==> src/rtl/morse_sequence_encoder.sv <==
// Morse sequence encoder.
//
// Times a debounced Morse key in clock ticks, classifies each mark as a dot
// or a dash, groups elements into characters at letter gaps and inserts a
// word-space code at word gaps. Committed 10-bit character codes are packed
// into a 16-slot buffer. The buffer is emitted on the 160-bit sequences bus
// when slot 15 fills, or earlier on a flush request.
//
// Code format: five 2-bit symbols, MSB first.
//   00 = dot, 01 = dash, 10 = word space, 11 = pad.
//
// Ports:
//   clk_i         system clock
//   rst_i         synchronous, active-high reset
//   key_in_i      debounced, synchronised key level (1 = pressed)
//   flush_i       single-cycle request to emit a partially filled buffer
//   sequences_o   packed codes, slot k at bits [159-10k : 150-10k]
//   seq_valid_o   one-cycle pulse when sequences_o has been updated
//   char_count_o  characters committed into the current buffer (0..15)

module morse_sequence_encoder #(
  parameter int unsigned CNT_W            = 24,
  parameter int unsigned DASH_TICKS       = 3000000,
  parameter int unsigned LETTER_GAP_TICKS = 3000000,
  parameter int unsigned WORD_GAP_TICKS   = 7000000
) (
  input  logic         clk_i,
  input  logic         rst_i,
  input  logic         key_in_i,
  input  logic         flush_i,
  output logic [159:0] sequences_o,
  output logic         seq_valid_o,
  output logic [4:0]   char_count_o
);

  localparam logic [CNT_W-1:0] DashThr   = CNT_W'(DASH_TICKS);
  localparam logic [CNT_W-1:0] LetterThr = CNT_W'(LETTER_GAP_TICKS);
  localparam logic [CNT_W-1:0] WordThr   = CNT_W'(WORD_GAP_TICKS);
  localparam logic [CNT_W-1:0] CntMax    = {CNT_W{1'b1}};
  localparam logic [CNT_W-1:0] CntOne    = CNT_W'(1);
  localparam logic [9:0]       SpaceCode = 10'b1011111111;
  localparam logic [9:0]       EmptyCode = 10'b1111111111;

  typedef enum logic [1:0] {
    StIdle,
    StMark,
    StSpace,
    StWgap
  } state_e;

  // Saturating increment: counters hold at all-ones rather than wrap.
  function automatic logic [CNT_W-1:0] sat_inc(input logic [CNT_W-1:0] v);
    return (v == CntMax) ? v : v + CntOne;
  endfunction

  // Registered state
  state_e           state_q,      state_d;
  logic             key_q;
  logic [CNT_W-1:0] mark_cnt_q,   mark_cnt_d;
  logic [CNT_W-1:0] gap_cnt_q,    gap_cnt_d;
  logic [9:0]       elem_q,       elem_d;
  logic [2:0]       elem_cnt_q,   elem_cnt_d;
  logic             invalid_q,    invalid_d;
  logic [159:0]     buf_q,        buf_d;
  logic [4:0]       char_count_q, char_count_d;
  logic [159:0]     seq_q,        seq_d;
  logic             seq_valid_q,  seq_valid_d;

  // Combinational helpers
  logic       commit;
  logic [9:0] commit_code;
  logic [1:0] sym;
  logic       emit;

  // Character FSM: timing, classification and character commit.
  always_comb begin
    state_d     = state_q;
    mark_cnt_d  = mark_cnt_q;
    gap_cnt_d   = gap_cnt_q;
    elem_d      = elem_q;
    elem_cnt_d  = elem_cnt_q;
    invalid_d   = invalid_q;
    commit      = 1'b0;
    commit_code = EmptyCode;
    sym         = 2'b00;

    unique case (state_q)
      StIdle: begin
        if (key_q) begin
          state_d    = StMark;
          mark_cnt_d = CntOne;
        end
      end

      StMark: begin
        if (key_q) begin
          mark_cnt_d = sat_inc(mark_cnt_q);
        end else begin
          sym = (mark_cnt_q >= DashThr) ? 2'b01 : 2'b00;
          // A sixth element cannot be encoded; poison the character instead.
          case (elem_cnt_q)
            3'd0:    elem_d[9:8] = sym;
            3'd1:    elem_d[7:6] = sym;
            3'd2:    elem_d[5:4] = sym;
            3'd3:    elem_d[3:2] = sym;
            3'd4:    elem_d[1:0] = sym;
            default: invalid_d   = 1'b1;
          endcase
          if (elem_cnt_q < 3'd5) begin
            elem_cnt_d = elem_cnt_q + 3'd1;
          end
          state_d   = StSpace;
          gap_cnt_d = CntOne;
        end
      end

      StSpace: begin
        if (key_q) begin
          state_d    = StMark;
          mark_cnt_d = CntOne;
        end else if (gap_cnt_q == LetterThr) begin
          commit      = 1'b1;
          commit_code = invalid_q ? EmptyCode : elem_q;
          elem_d      = EmptyCode;
          elem_cnt_d  = 3'd0;
          invalid_d   = 1'b0;
          gap_cnt_d   = sat_inc(gap_cnt_q);
          state_d     = StWgap;
        end else begin
          gap_cnt_d = sat_inc(gap_cnt_q);
        end
      end

      StWgap: begin
        if (key_q) begin
          state_d    = StMark;
          mark_cnt_d = CntOne;
        end else if (gap_cnt_q == WordThr) begin
          commit      = 1'b1;
          commit_code = SpaceCode;
          gap_cnt_d   = '0;
          state_d     = StIdle;
        end else begin
          gap_cnt_d = sat_inc(gap_cnt_q);
        end
      end

      default: state_d = StIdle;
    endcase

    // Buffer write and emission. A same-cycle commit lands in the buffer
    // before the buffer is copied out.
    buf_d        = buf_q;
    char_count_d = char_count_q;
    seq_d        = seq_q;
    seq_valid_d  = 1'b0;

    if (commit) begin
      for (int k = 0; k < 16; k++) begin
        if (char_count_q == 5'(k)) begin
          buf_d[159-10*k -: 10] = commit_code;
        end
      end
    end

    emit = (commit && (char_count_q == 5'd15)) ||
           (flush_i && (commit || (char_count_q != 5'd0)));

    if (emit) begin
      seq_d        = buf_d;
      seq_valid_d  = 1'b1;
      buf_d        = {160{1'b1}};
      char_count_d = 5'd0;
      // A flush closes the message: the trailing word gap would only put a
      // lone space at the head of the next buffer, so drop it.
      if (flush_i && (state_d == StWgap)) begin
        state_d = StIdle;
      end
    end else if (commit) begin
      char_count_d = char_count_q + 5'd1;
    end
  end

  always_ff @(posedge clk_i) begin
    if (rst_i) begin
      state_q      <= StIdle;
      key_q        <= 1'b0;
      mark_cnt_q   <= '0;
      gap_cnt_q    <= '0;
      elem_q       <= EmptyCode;
      elem_cnt_q   <= 3'd0;
      invalid_q    <= 1'b0;
      buf_q        <= {160{1'b1}};
      char_count_q <= 5'd0;
      seq_q        <= {160{1'b1}};
      seq_valid_q  <= 1'b0;
    end else begin
      state_q      <= state_d;
      key_q        <= key_in_i;
      mark_cnt_q   <= mark_cnt_d;
      gap_cnt_q    <= gap_cnt_d;
      elem_q       <= elem_d;
      elem_cnt_q   <= elem_cnt_d;
      invalid_q    <= invalid_d;
      buf_q        <= buf_d;
      char_count_q <= char_count_d;
      seq_q        <= seq_d;
      seq_valid_q  <= seq_valid_d;
    end
  end

  assign sequences_o  = seq_q;
  assign seq_valid_o  = seq_valid_q;
  assign char_count_o = char_count_q;

endmodule

==> config.mk <==
export PLATFORM = sky130hd
export DESIGN_NAME = morse_sequence_encoder
export DESIGN_NICKNAME = d
export VERILOG_FILES = /design/src/rtl/morse_sequence_encoder.sv
export SDC_FILE = /design/constraint.sdc
export NUM_CORES = 1
export LEC_CHECK = 0
export CORE_AREA = 2 2 192 269
export CTS_CLUSTER_DIAMETER = 30
export DETAILED_ROUTE_END_ITERATION = 10
export DIE_AREA = 0 0 194 271
export MAX_ROUTING_LAYER = met4
export PLACE_DENSITY = 0.47
export SLEW_MARGIN = 10
export SYNTH_ARGS = -nofsm -noshare
export SYNTH_HDL_FRONTEND = slang
export SYNTH_SLANG_ARGS = --single-unit
==> constraint.sdc <==
create_clock -name clk_i -period 3.35 [get_ports clk_i]
set_clock_uncertainty 0.1 [all_clocks]
set_input_delay 1.005 -clock clk_i [delete_from_list [all_inputs] [get_ports clk_i]]
set_output_delay 1.005 -clock clk_i [all_outputs]
set_load 0.005 [all_outputs]
==> flow_summary.json, run 1 <==
{
  "final_common_cell": "dfxtp_1",
  "final-hold-violation-count": 0,
  "tightest_slew_ps": 806,
  "synth-edff-count": 0,
  "track_usage": 0.166,
  "ys_warn_count": 0,
  "avgSynthCellArea_um2": 10.6,
  "synthCells": 1410,
  "worstSetupPathType": "reg -> reg",
  "period_share": 0.939,
  "cts.sinks": 391,
  "worst_path_dominant_cell_family": "simple AND/OR/NAND/NOR gates",
  "cts_resized": 0,
  "critical_path.cell_chain": "or3_1 -> or4_1 -> a211oi_4 -> buf_4 -> nand4_1 -> buf_4 -> mux2i_1 -> a2bb2oi_1",
  "nets": 1636,
  "post-cts-setup-buffers": 0,
  "grt_max_degree": 103,
  "die_h_um": 271,
  "start_kind": "register",
  "die_area_um2": 52600,
  "wl_per_cell_um": 18.7,
  "holdCritPathClass": "reg -> reg",
  "synth_top_area_share": 0.526,
  "routed.top_layer": "met4",
  "p_total_w": 0.0126,
  "status": "completed",
  "async_flop_share": 0,
  "setup_tns_ps": 0,
  "maxClockFrequency_ghz": 0.318,
  "clock_latency_ps": 570,
  "antenna_found_initial": 0,
  "drt-met1-wl_um": 18300,
  "area_delta_synth_final_pct": 34.9,
  "remaining_drc_errors": 0,
  "yosysUniqueCellTypes": 67,
  "drive_gt1_frac": 0.137,
  "cts_tree": "built",
  "synthFlopType": "dfxtp_1",
  "vias_per_cell": 4.85,
  "clkTransAtPathRegs_ps": 50,
  "grt_overflow": 0,
  "drt-total-wl_um": 43200,
  "worst_setup_path_end_kind": "register",
  "clock-root-buffer": "clkbuf_16",
  "wl_met2_um": 22400,
  "crit_arrival_ps": 3480,
  "slowest_stage": "or4_1",
  "setup_violations": 0,
  "grt_pass1_vias": 11138,
  "dp_hpwl_um": 28400,
  "path_max_fanout": 9,
  "vdd_drop_max_mv": 0.299,
  "postRouteAntennaNets": 0,
  "cts_hold_buf": 0,
  "cpPeakStageDelay_ps": 700,
  "p_per_area_nw_per_um2": 627,
  "syn_nets": 1432,
  "leakage_nw": 8.24,
  "netlist_area_um2": 14900,
  "period_needed_ps": 3150,
  "dr.first_iter.drc_count": 533,
  "cts_buffers": 74,
  "worst-path-buf-inv": 2,
  "coreArea_um2": 50000,
  "grt_pass1_wl_um": 66600,
  "yosys_register_bits": 391,
  "n_antenna_cell": 0,
  "io_buffers": 169,
  "cts_buffer_depth": 3,
  "synth_area_leaders": "dfxtp_1 (53%), mux2i_1 (11%), a2bb2oi_1 (7.6%)",
  "htree_levels": 3,
  "maxCapViolations": 0,
  "layout_common_cells": "dfxtp_1 (391), nand2_1 (198), clkdlybuf4s50_1 (169), mux2i_1 (158), a2bb2oi_1 (129)",
  "slew_violations": 0,
  "wl_met3_um": 1520,
  "via_count": 11229,
  "pin_count": 170,
  "synth_seq_area_share": 0.526,
  "slew_headroom": 0.457,
  "die_x_um": 194,
  "rows": 97,
  "grt_setup_unrepaired": "false",
  "drtPass1Iterations": 5,
  "yosysTopAreaCell": "dfxtp_1",
  "fin_hold_ws_ps": 367,
  "required_ps": 3690,
  "gp_congestion": 0.804,
  "cpMostUsedCell": "buf_4",
  "start_util": 0.298
}
## cells in the mapped netlist (3+ instances only)
library cell and count:
buf_4 26, xnor2_1 15, o21ai_0 13, dfxtp_1 391, clkbuf_1 41, nand3_1 22, nand2_1 199, and3_1 14
nor4_1 8, a2bb2oi_2 30, and4_1 3, ha_1 18, o21a_1 4, nand4_1 38, nor2b_1 5, buf_1 8
and2_1 5, o22ai_1 9, nor2_1 73, inv_1 27, xor2_1 26, nor4b_1 3, nand4b_1 15, a21oi_1 13
nor3_1 14, and4b_1 3, nand2b_1 11, a2bb2oi_1 129, or4_1 5, buf_2 29, a211oi_1 8, mux2i_1 158
## through the flow
| stage | setup slack, ps | utilization | cell area [um2] | instances |
|---|---|---|---|---|
| 4_1_cts | 159 | 0.402 | 20100 | 2316 |
| 3_5_place_dp | 197 | 0.350 | 17500 | 2181 |
| 3_3_place_gp | 259 | 0.350 | 17500 | 2181 |
| 5_1_grt | 41.8 | 0.402 | 20100 | 2316 |
| 6_report | 203 | 0.402 | 20100 | 2316 |
| 2_1_floorplan | 641 | - | 14900 | 1410 |
## report_power, final
part           internal (W)  leakage, nW  total [W]  switching, W
logic              0.000113         3.82   0.000275      0.000162
clock network       0.00513         1.25    0.00762       0.00249
registers           0.00468         3.17    0.00470     0.0000217
## state kept, by name, summed over array words and instances (netlist names)
signal        cells
elem_q           10
mark_cnt_q       24
seq_valid_o       1
state_q           2
elem_cnt_q        3
char_count_o      5
gap_cnt_q        24
invalid_q         1
buf_q           160
key_q             1
sequences_o     160
## worst min-delay path: cells and delay by family, from the launching register on
family	cells	cell delay, ps
DFF	1	300
muxes	1	70
and+or+nand+nor	1	60
## layer usage
layer  global-route usage  vias up
li1                     -     5470
met1                0.190     5468
met2                0.290      221
met3               0.0293       70
met4               0.0584        0
met5                    -        -
## cell families (layout without fill, tap and decap cells)
logic type | Yosys count | in the layout | share of synthesized area
AND/OR/NAND/NOR | 427 | 427 | 0.138
flip-flops | 391 | 391 | 0.526
AO/OA/AOI/OAI | 241 | 241 | 0.148
multiplexers | 158 | 158 | 0.106
buffers and inverters | 134 | 397 | 0.0434
XOR/XNOR | 41 | 41 | 0.0241
adder cells (fa/ha/maj) | 18 | 18 | 0.0151
## layout make-up
type	count	area [um2]
Inverter	27	101
Fill cell	4939	29900
Timing Repair Buffer	235	2310
Multi-Input combinational cell	885	6440
Tap cell	643	805
Clock buffer	100	2100
Clock inverter	35	504
Sequential cell	391	7830
## path summary, 6_finish.rpt
path,from,to,slack (ps),cells after the start
worst min-delay path,buf_q[152]$_SDFF_PP1_,buf_q[152]$_SDFF_PP1_,370,2
worst max register to register,gap_cnt_q[11]$_SDFFE_PP0P_,sequences_o[54]$_SDFFE_PP1N_,200,8
worst min register to register,buf_q[152]$_SDFF_PP1_,buf_q[152]$_SDFF_PP1_,370,2
worst max-delay path,gap_cnt_q[11]$_SDFFE_PP0P_,sequences_o[54]$_SDFFE_PP1N_,200,8
Note: power is estimated with default switching activity, not from simulation.
==> run 2: changes to the inputs <==
--- a/config.mk
+++ b/config.mk
@@ -9,8 +9,9 @@
 export CTS_CLUSTER_DIAMETER = 30
 export DETAILED_ROUTE_END_ITERATION = 10
 export DIE_AREA = 0 0 194 271
+export DONT_BUFFER_PORTS = 1
 export MAX_ROUTING_LAYER = met4
-export PLACE_DENSITY = 0.47
+export PLACE_DENSITY = 0.42
 export SLEW_MARGIN = 10
 export SYNTH_ARGS = -nofsm -noshare
 export SYNTH_HDL_FRONTEND = slang
==> run 2 against run 1 <==
Count of clock-buffer cells in the layout increased by 8. First-iteration DRC count decreased by 4.3%. Sequential cell count unchanged. Register-to-register slack got worse by 30 ps. Cell area decreased by 8.2%. Non-clock buffer count decreased by 181. Clock power increased by 5.8%. Total power increased by 3.4%.
==> flow_summary.json, run 2 (synthesized netlist as in run 1, its figures left out) <==
{
  "status": "completed",
  "htree_levels": 3,
  "drtPass1Iterations": 5,
  "via_count": 10511,
  "vias_per_cell": 4.89,
  "clkTransAtPathRegs_ps": 40,
  "setup_violations": 0,
  "cts_buffers": 80,
  "tightest_slew_ps": 770,
  "reg2regPathDepth": 8,
  "setup_tns_ps": 0,
  "cts_tree": "built",
  "cts_resized": 0,
  "required_ps": 3700,
  "wl_per_cell_um": 19.8,
  "worst_path_dominant_cell_family": "simple AND/OR/NAND/NOR gates",
  "vdd_drop_max_mv": 0.413,
  "startpoint": "gap_cnt_q[11]$_SDFFE_PP0P_",
  "pin_count": 170,
  "crit_end": "sequences_o[127]$_SDFFE_PP1N_",
  "worstSetupPathType": "reg -> reg",
  "gp_congestion": 0.782,
  "cts_hold_buf": 0,
  "maxCapViolations": 0,
  "coreArea_um2": 50000,
  "die_h_um": 271,
  "reg2reg_to": "sequences_o[127]$_SDFFE_PP1N_",
  "area_delta_synth_final_pct": 23.8,
  "final_core_util": 0.369,
  "die_x_um": 194,
  "start_kind": "register",
  "clock_latency_ps": 610,
  "whs_path_depth": 2,
  "grt_pass1_vias": 10604,
  "start_util": 0.298,
  "antenna_found_initial": 0,
  "grt_setup_unrepaired": "false",
  "reg2reg_setup_slack_ps": 170,
  "period_share": 0.948,
  "grt_overflow": 0,
  "slew_violations": 0,
  "crit_arrival_ps": 3530,
  "cpPeakStageDelay_ps": 720,
  "path_max_fanout": 82,
  "worst-path-buf-inv": 2,
  "post-cts-setup-buffers": 0,
  "dr.first_iter.drc_count": 510,
  "period_needed_ps": 3180,
  "layout_common_cells": "dfxtp_1 (391), nand2_1 (198), mux2i_1 (158), a2bb2oi_1 (129), clkbuf_16 (81)",
  "die_area_um2": 52600,
  "n_antenna_cell": 0,
  "holdCritPathClass": "reg -> reg",
  "track_usage": 0.166,
  "final_common_cell": "dfxtp_1",
  "drt-total-wl_um": 42500,
  "critical_path.cell_chain": "or3_1 -> or4_1 -> a211oi_4 -> buf_4 -> o22ai_2 -> nor2_4 -> buf_12 -> a2bb2oi_1",
  "cp.depth": 8,
  "worst_setup_path_end_kind": "register",
  "slowest_stage": "or4_1",
  "layout_setup_ws_ps": 175,
  "remaining_drc_errors": 0,
  "grt_pass1_wl_um": 65500,
  "p_per_area_nw_per_um2": 706,
  "r2r-start": "gap_cnt_q[11]$_SDFFE_PP0P_",
  "fin_hold_ws_ps": 368,
  "pre_cts_slack_ps": 198,
  "clock-root-buffer": "clkbuf_16",
  "slew_headroom": 0.487,
  "dp_hpwl_um": 26600,
  "rows": 97,
  "grt_max_degree": 161,
  "leakage_nw": 7.53,
  "maxClockFrequency_ghz": 0.315,
  "io_buffers": 0,
  "postRouteAntennaNets": 0,
  "nets": 1461,
  "final-hold-violation-count": 0,
  "drive_gt1_frac": 0.155,
  "cts_buffer_depth": 3,
  "cts.sinks": 391
}
[run 2: changes by cell type in the layout (fill, tap and decap cells not counted), sizes merged]
cell and change:
clkbuf +8, buf -12, clkinv +10, bufinv +1, clkinvlp -1, clkdlybuf4s50 -169
inv -4
[run 2: tightest hold or removal path: stages, from the launching register on]
cell,delay (ps)
dfxtp_1,300
mux2i_1,70
nand2_1,60
[run 2: through the flow]
stage | area, um2 | instances | total power [W]
finish | 18400 | 2149 | 0.0130
global route | 18400 | 2149 | 0.0135
CTS | 18400 | 2149 | 0.0132
detailed placement | 15700 | 2000 | 0.00505
global placement | 15700 | 2000 | 0.00505
floorplan | 14900 | 1410 | 0.00499
[run 2: metal layers]
| layer | up-vias | GRT usage | share of wire |
|---|---|---|---|
| met5 | - | - | 0 |
| li1 | 5111 | - | - |
| met3 | 78 | 0.0505 | 0.064 |
| met4 | 0 | 0.0732 | 0.033 |
| met1 | 5082 | 0.185 | 0.42 |
| met2 | 240 | 0.274 | 0.49 |
[run 2: final cells by class]
| cell class | count | area, um2 |
|---|---|---|
| inverters | 27 | 101 |
| well taps | 643 | 805 |
| clock buffers | 108 | 2260 |
| fillers | 4988 | 31600 |
| flip-flops and latches | 391 | 7830 |
| clock inverters | 41 | 524 |
| repair buffers | 54 | 480 |
| multi-input cells | 885 | 6440 |
[run 2: worst min-delay path by stage]
stage | endpoint | slack, ps | start
final | buf_q[135]$_SDFF_PP1_ | 370 | buf_q[135]$_SDFF_PP1_
after global routing | mark_cnt_q[1]$_SDFFE_PP0P_ | 340 | rst_i
after CTS | mark_cnt_q[1]$_SDFFE_PP0P_ | 330 | rst_i
after detailed placement | buf_q[8]$_SDFF_PP1_ | 360 | buf_q[8]$_SDFF_PP1_
after global placement | buf_q[8]$_SDFF_PP1_ | 350 | buf_q[8]$_SDFF_PP1_
after floorplan | buf_q[8]$_SDFF_PP1_ | 330 | buf_q[8]$_SDFF_PP1_
[run 2: power by group]
part | switching, W | total [W] | internal, W
logic | 0.000157 | 0.000260 | 0.000103
clock network | 0.00258 | 0.00806 | 0.00548
registers | 0.0000184 | 0.00470 | 0.00468
total | 0.00275 | 0.0130 | 0.0103
